--- config.mk ---
export PLATFORM = sky130hd
export DESIGN_NAME = load_store_ctrl
export DESIGN_NICKNAME = d
export VERILOG_FILES = /design/src/rtl/load_store_ctrl.sv
export SDC_FILE = /design/constraint.sdc
export NUM_CORES = 1
export LEC_CHECK = 0
export CELL_PAD_IN_SITES_DETAIL_PLACEMENT = 1
export CELL_PAD_IN_SITES_GLOBAL_PLACEMENT = 1
export CORE_UTILIZATION = 35
export CTS_CLUSTER_SIZE = 14
export DETAILED_ROUTE_END_ITERATION = 10
export PLACE_DENSITY = 0.88
export SLEW_MARGIN = 40
export SYNTH_ARGS = -nofsm -noshare
export SYNTH_HDL_FRONTEND = slang
export SYNTH_SLANG_ARGS = --single-unit
--- constraint.sdc ---
create_clock -name clk -period 3.1 [get_ports clk]
set_input_delay 0.31 -clock clk [delete_from_list [all_inputs] [get_ports clk]]
set_output_delay 0.31 -clock clk [all_outputs]
set_load 0.1 [all_outputs]
--- src/rtl/load_store_ctrl.sv ---
// Load/store sequencer: decodes RV load/store instructions, aligns data to byte lanes,
// runs one memory request with a timeout, and writes back extended load data.
//
// state | meaning
// IDLE  | waiting for a load/store instruction
// CALC  | effective address, legality and alignment checks
// REQ   | memory request outstanding, wait counter running
// WB    | load result written back, done pulse
// FIN   | store complete, done pulse
// ERR   | illegal/misaligned/timeout, done plus fault pulse
module load_store_ctrl #(
  parameter int XLEN     = 32,
  parameter int MAX_WAIT = 15
) (
  input  logic              clk,
  input  logic              rst_n,
  input  logic [31:0]       insn,
  input  logic              insn_valid,
  input  logic [XLEN-1:0]   rs1_val,
  input  logic [XLEN-1:0]   rs2_val,
  output logic              busy,
  output logic              done,
  output logic              rd_we,
  output logic [4:0]        rd_addr,
  output logic [XLEN-1:0]   rd_data,
  output logic              mem_req,
  output logic              mem_we,
  output logic [XLEN-1:0]   mem_addr,
  output logic [XLEN-1:0]   mem_wdata,
  output logic [XLEN/8-1:0] mem_wstrb,
  input  logic              mem_ack,
  input  logic [XLEN-1:0]   mem_rdata,
  output logic              fault_misaligned,
  output logic              fault_timeout
);

  localparam int NB = XLEN / 8;
  localparam int LB = $clog2(NB);
  localparam logic [6:0] OP_LOAD  = 7'b0000011;
  localparam logic [6:0] OP_STORE = 7'b0100011;

  if ((XLEN != 32 && XLEN != 64) || MAX_WAIT < 1 || MAX_WAIT > 255) begin : g_bad_param
    $error("load_store_ctrl: XLEN must be 32/64 and MAX_WAIT 1..255");
  end

  typedef enum logic [2:0] {
    IDLE = 3'd0,
    CALC = 3'd1,
    REQ  = 3'd2,
    WB   = 3'd3,
    FIN  = 3'd4,
    ERR  = 3'd5
  } state_t;

  state_t          state;
  logic            is_store;
  logic [2:0]      funct3_q;
  logic [11:0]     imm_q;
  logic [XLEN-1:0] rs1_q;
  logic [XLEN-1:0] rs2_q;
  logic [7:0]      wait_cnt;

  logic            unused_insn;
  assign unused_insn = ^insn[19:15];

  logic [XLEN-1:0] ea;
  logic [XLEN-1:0] bit_en;
  logic [NB-1:0]   byte_en;
  logic [XLEN-1:0] wdata_n;
  logic [NB-1:0]   wstrb_n;
  logic [XLEN-1:0] lane;
  logic [XLEN-1:0] ld_val;
  logic            legal;
  logic            misaligned;
  logic            sbit;
  int              nbytes;
  int              shamt;

  always_comb begin
    ea         = rs1_q + {{(XLEN-12){imm_q[11]}}, imm_q};
    nbytes     = 1 << funct3_q[1:0];
    shamt      = int'(ea[LB-1:0]) * 8;
    legal      = 1'b0;
    case ({is_store, funct3_q})
      4'b0000, 4'b0001, 4'b0010, 4'b0100, 4'b0101,
      4'b1000, 4'b1001, 4'b1010:          legal = 1'b1;
      4'b0011, 4'b0110, 4'b1011:          legal = (XLEN == 64);
      default:                            legal = 1'b0;
    endcase
    misaligned = (ea[2:0] & 3'(nbytes - 1)) != 3'd0;
    for (int i = 0; i < NB; i++)   byte_en[i] = (i < nbytes);
    for (int i = 0; i < XLEN; i++) bit_en[i]  = (i < nbytes * 8);
    wstrb_n = byte_en << ea[LB-1:0];
    wdata_n = (rs2_q & bit_en) << shamt;
    lane    = mem_rdata >> shamt;
    sbit    = 1'b0;
    for (int i = 0; i < XLEN; i++)
      if (i == nbytes * 8 - 1) sbit = lane[i];
    // funct3[2] set means the unsigned (zero-extending) load variants
    for (int i = 0; i < XLEN; i++)
      ld_val[i] = (i < nbytes * 8) ? lane[i] : (sbit & ~funct3_q[2]);
  end

  assign busy = (state != IDLE);

  always_ff @(posedge clk or negedge rst_n) begin
    if (!rst_n) begin
      state            <= IDLE;
      is_store         <= 1'b0;
      funct3_q         <= '0;
      imm_q            <= '0;
      rs1_q            <= '0;
      rs2_q            <= '0;
      wait_cnt         <= '0;
      done             <= 1'b0;
      rd_we            <= 1'b0;
      rd_addr          <= '0;
      rd_data          <= '0;
      mem_req          <= 1'b0;
      mem_we           <= 1'b0;
      mem_addr         <= '0;
      mem_wdata        <= '0;
      mem_wstrb        <= '0;
      fault_misaligned <= 1'b0;
      fault_timeout    <= 1'b0;
    end else begin
      done             <= 1'b0;
      rd_we            <= 1'b0;
      fault_misaligned <= 1'b0;
      fault_timeout    <= 1'b0;
      case (state)
        IDLE: begin
          if (insn_valid && (insn[6:0] == OP_LOAD || insn[6:0] == OP_STORE)) begin
            is_store <= (insn[6:0] == OP_STORE);
            funct3_q <= insn[14:12];
            imm_q    <= (insn[6:0] == OP_STORE) ? {insn[31:25], insn[11:7]} : insn[31:20];
            rs1_q    <= rs1_val;
            rs2_q    <= rs2_val;
            rd_addr  <= insn[11:7];
            state    <= CALC;
          end
        end
        CALC: begin
          if (!legal) begin
            done  <= 1'b1;
            state <= ERR;
          end else if (misaligned) begin
            done             <= 1'b1;
            fault_misaligned <= 1'b1;
            state            <= ERR;
          end else begin
            mem_req   <= 1'b1;
            mem_we    <= is_store;
            mem_addr  <= {ea[XLEN-1:LB], {LB{1'b0}}};
            mem_wdata <= is_store ? wdata_n : '0;
            mem_wstrb <= is_store ? wstrb_n : '0;
            wait_cnt  <= '0;
            state     <= REQ;
          end
        end
        REQ: begin
          // ack wins over a timeout landing in the same cycle
          if (mem_ack || wait_cnt == 8'(MAX_WAIT - 1)) begin
            mem_req   <= 1'b0;
            mem_we    <= 1'b0;
            mem_addr  <= '0;
            mem_wdata <= '0;
            mem_wstrb <= '0;
            done      <= 1'b1;
            if (!mem_ack) begin
              fault_timeout <= 1'b1;
              state         <= ERR;
            end else if (is_store) begin
              state <= FIN;
            end else begin
              rd_data <= ld_val;
              rd_we   <= (rd_addr != 5'd0);
              state   <= WB;
            end
          end else begin
            wait_cnt <= wait_cnt + 8'd1;
          end
        end
        WB, FIN, ERR: state <= IDLE;
        default:      state <= IDLE;
      endcase
    end
  end

endmodule

==> impl_metrics.csv <==
group,metric,value,unit
timing,worst_pin_slew,0.704,ns
route,wl_per_cell,19.9,microns
synth,synthCells,990,
clock_tree,postCtsSetupRepairBufs,0,
finish,finish.utilization,0.466,
placement,dp.cells,1587,
synth,ys_types,60,
setup_path,start_kind,"register",
timing,fin_crit_sh,0.960,
power_and_ir_drop,leakage,0.00638,uW
global_routing,grtUsageTotal,0.216,
setup_path,cp.arrival,3.29,ns
route,ant_nets,0,
job,drv_cap,0,
finish,fin_nets,1393,
synth,yosysTopAreaCell,"dfrtp_1",
setup_path,rr_startpoint,"imm_q[1]$_DFFE_PN0P_",
die,die_x,174,microns
finish,syn_to_final_growth,29.7,%
timing,maxSlewViolCount,0,
die,rows,62,
die,num_io_pins,244,
setup_path,path_class,"register to register",
setup_path,cp-end-kind,"register",
global_routing,grt_max_degree,75,
clock_tree,clock-sinks,200,
synth,syn_area,10400,sq um
power_and_ir_drop,power_density,948,nW/um^2
clock_tree,cts_tree,"built",
clock_tree,clk-insertion-delay-late,0.44,ns
route,route.final.wire_length,32200,microns
outcome,outcome,"completed",
timing,fin_skew,0.0129,ns
power_and_ir_drop,fin_total_pwr,12800,uW
die,die-area,30400,sq um
timing,setup_violations,0,
finish,drive_above_1_share,0.225,
global_routing,antenna_found_initial,1,
global_routing,grt_pass1_vias,9451,
global_routing,grt_pass1_wl,52100,microns
clock_tree,ctsHtreeMaxLevel,4,
placement,io_buffer_count,236,
route,drtPass1Iterations,5,
synth,synth_most_common_cell,"dfrtp_1",
synth,ys_top_cells_by_area,"dfrtp_1 48%, mux2_2 9.9%, ha_1 4.5%",
die,core_area,28900,sq um
synth,synth-async-reset-ratio,1.00,
timing,setup_ws,0.125,ns
setup_path,r2r_end,"mem_addr[29]$_DFFE_PN0P_",
placement,dp_hpwl,23700,microns
global_routing,grt-ovfl-total,0,
synth,seq_area_frac_synth,0.482,
finish,antenna_cells,0,
finish,layout.cells.non_filler,1620,
route,avgViaCountPerCell,5.42,
finish,fillers,3209,
synth,syn_area_per_cell,10.5,sq um
die,start_util,0.359,
route,remaining_drc_errors,0,
timing,hold_viol_final,0,
timing,relSlewSlack,0.531,
synth,synth_top_cell_area_share,0.482,
power_and_ir_drop,ir_drop,0.684,mV
synth,ys_ff_latch,200,
synth,synth_edf_count,0,
synth,yosys_warnings,0,
timing,max_freq,336,MHz
setup_path,cp_max_fo,4,
route,num_vias,8780,
route,drtIter0Drc,444,
die,die_h,174,microns
clock_tree,cts.reportedPaths.clkPinSlew,0.09,ns
synth,synth_commonest_cells,"200 x dfrtp_1, 118 x nand2_1, 91 x mux2_2, 88 x o21ai_0, 58 x a21oi_1",
timing,period_needed,2.98,ns
setup_path,r2r_slack,0.12,ns
clock_tree,numCtsBuffers,17,
setup_path,r2r_cells,8,
placement,dpl_worst_slack,0.0481,ns
clock_tree,clockBufferDepth,2,
synth,synth_ff_type,"dfrtp_1",
timing,holdWs,0.413,ns
min_path,min_path_type,"primary input to asynchronous set/reset pin",
setup_path,worstPathRequired,3.41,ns
clock_tree,root_buffer,"clkbuf_16",
placement,gp_congestion,0.849,
==> kinds of logic after synthesis <==
logic type	Yosys count	share of synthesized area
compound gates	284	0.180
xor+xnor	26	0.0219
fa+ha+maj	38	0.0465
buf+inv	71	0.0288
flops	200	0.482
mux	127	0.133
other cells	2	0.000723
simple gates	242	0.107
==> how the worst max path moves through the flow <==
stage	startpoint	end	slack [ns]	cells past startpoint
final	imm_q[1]$_DFFE_PN0P_	mem_addr[29]$_DFFE_PN0P_	0.12	8
after CTS	imm_q[0]$_DFFE_PN0P_	mem_addr[24]$_DFFE_PN0P_	0.02	10
after global routing	imm_q[1]$_DFFE_PN0P_	mem_addr[29]$_DFFE_PN0P_	-0.01	8
after global placement	imm_q[0]$_DFFE_PN0P_	mem_addr[24]$_DFFE_PN0P_	0.12	10
after detailed placement	imm_q[0]$_DFFE_PN0P_	mem_addr[16]$_DFFE_PN0P_	0.05	10
after floorplan	funct3_q[0]$_DFFE_PN0P_	mem_addr[29]$_DFFE_PN0P_	0.14	13
==> repair_timing <==
action / in CTS / in global routing
endpoints found under the hold margin: 59 / 0
setup endpoints to repair: 0 / 54
resized for setup: 0 / 3
hold buffers: 1 / 0
==> layout make-up <==
type	count	area, sq um	area share
Clock buffer	17	425	0.0316
Timing Repair Buffer	268	2180	0.162
Clock inverter	15	206	0.0153
Tap cell	384	480	0.0357
Multi-Input combinational cell	720	5120	0.380
Sequential cell	200	5000	0.371
Inverter	16	60.1	0.00446
==> flip-flops by register name, summed over array words and instances (netlist names), 3 cells and up <==
register,cells
funct3_q,3
imm_q,12
mem_addr,30
mem_wdata,32
mem_wstrb,4
rd_addr,5
rd_data,32
rs1_q,32
rs2_q,32
state,3
wait_cnt,8
==> metal layers <==
metal,track usage,share of wire
met5,0,0.00034
met4,0.0574,0.016
met3,0.0424,0.054
met2,0.375,0.50
met1,0.274,0.43
==> stage by stage <==
stage / setup TNS [ns] / cell area (sq um)
finish: 0 / 13500
global route: -0.0135 / 13500
CTS: 0 / 13500
detailed placement: 0 / 12800
global placement: 0 / 13200
floorplan: 0 / 10400
==> placed cells by master, fill, tap and decap left out, drive strengths merged, types with 11 or more instances in the layout <==
master,count
dfrtp,200
buf,141
clkdlybuf4s50,125
nand2,118
mux2,91
o21ai,89
a21oi,58
nor2,41
ha,37
mux2i,36
a22o,24
inv,24
clkbuf,18
xor2,17
o22ai,13
nand4,13
nand2b,11
a21o,11
and2,11
==> critical path: stages, from the launching register on <==
cell,delay [ns]
dfrtp_1,0.42
ha_1,0.33
a211oi_1,0.39
o211ai_1,0.21
a21oi_1,0.36
nor4_2,0.11
o21ai_0,0.45
a2111oi_0,0.21
or3_1,0.38
==> where the power goes <==
part | switching (uW) | internal [uW]
logic | 5100 | 1610
clock network | 1250 | 1120
registers | 467 | 3230
Note: power is estimated with default switching activity, not from simulation.
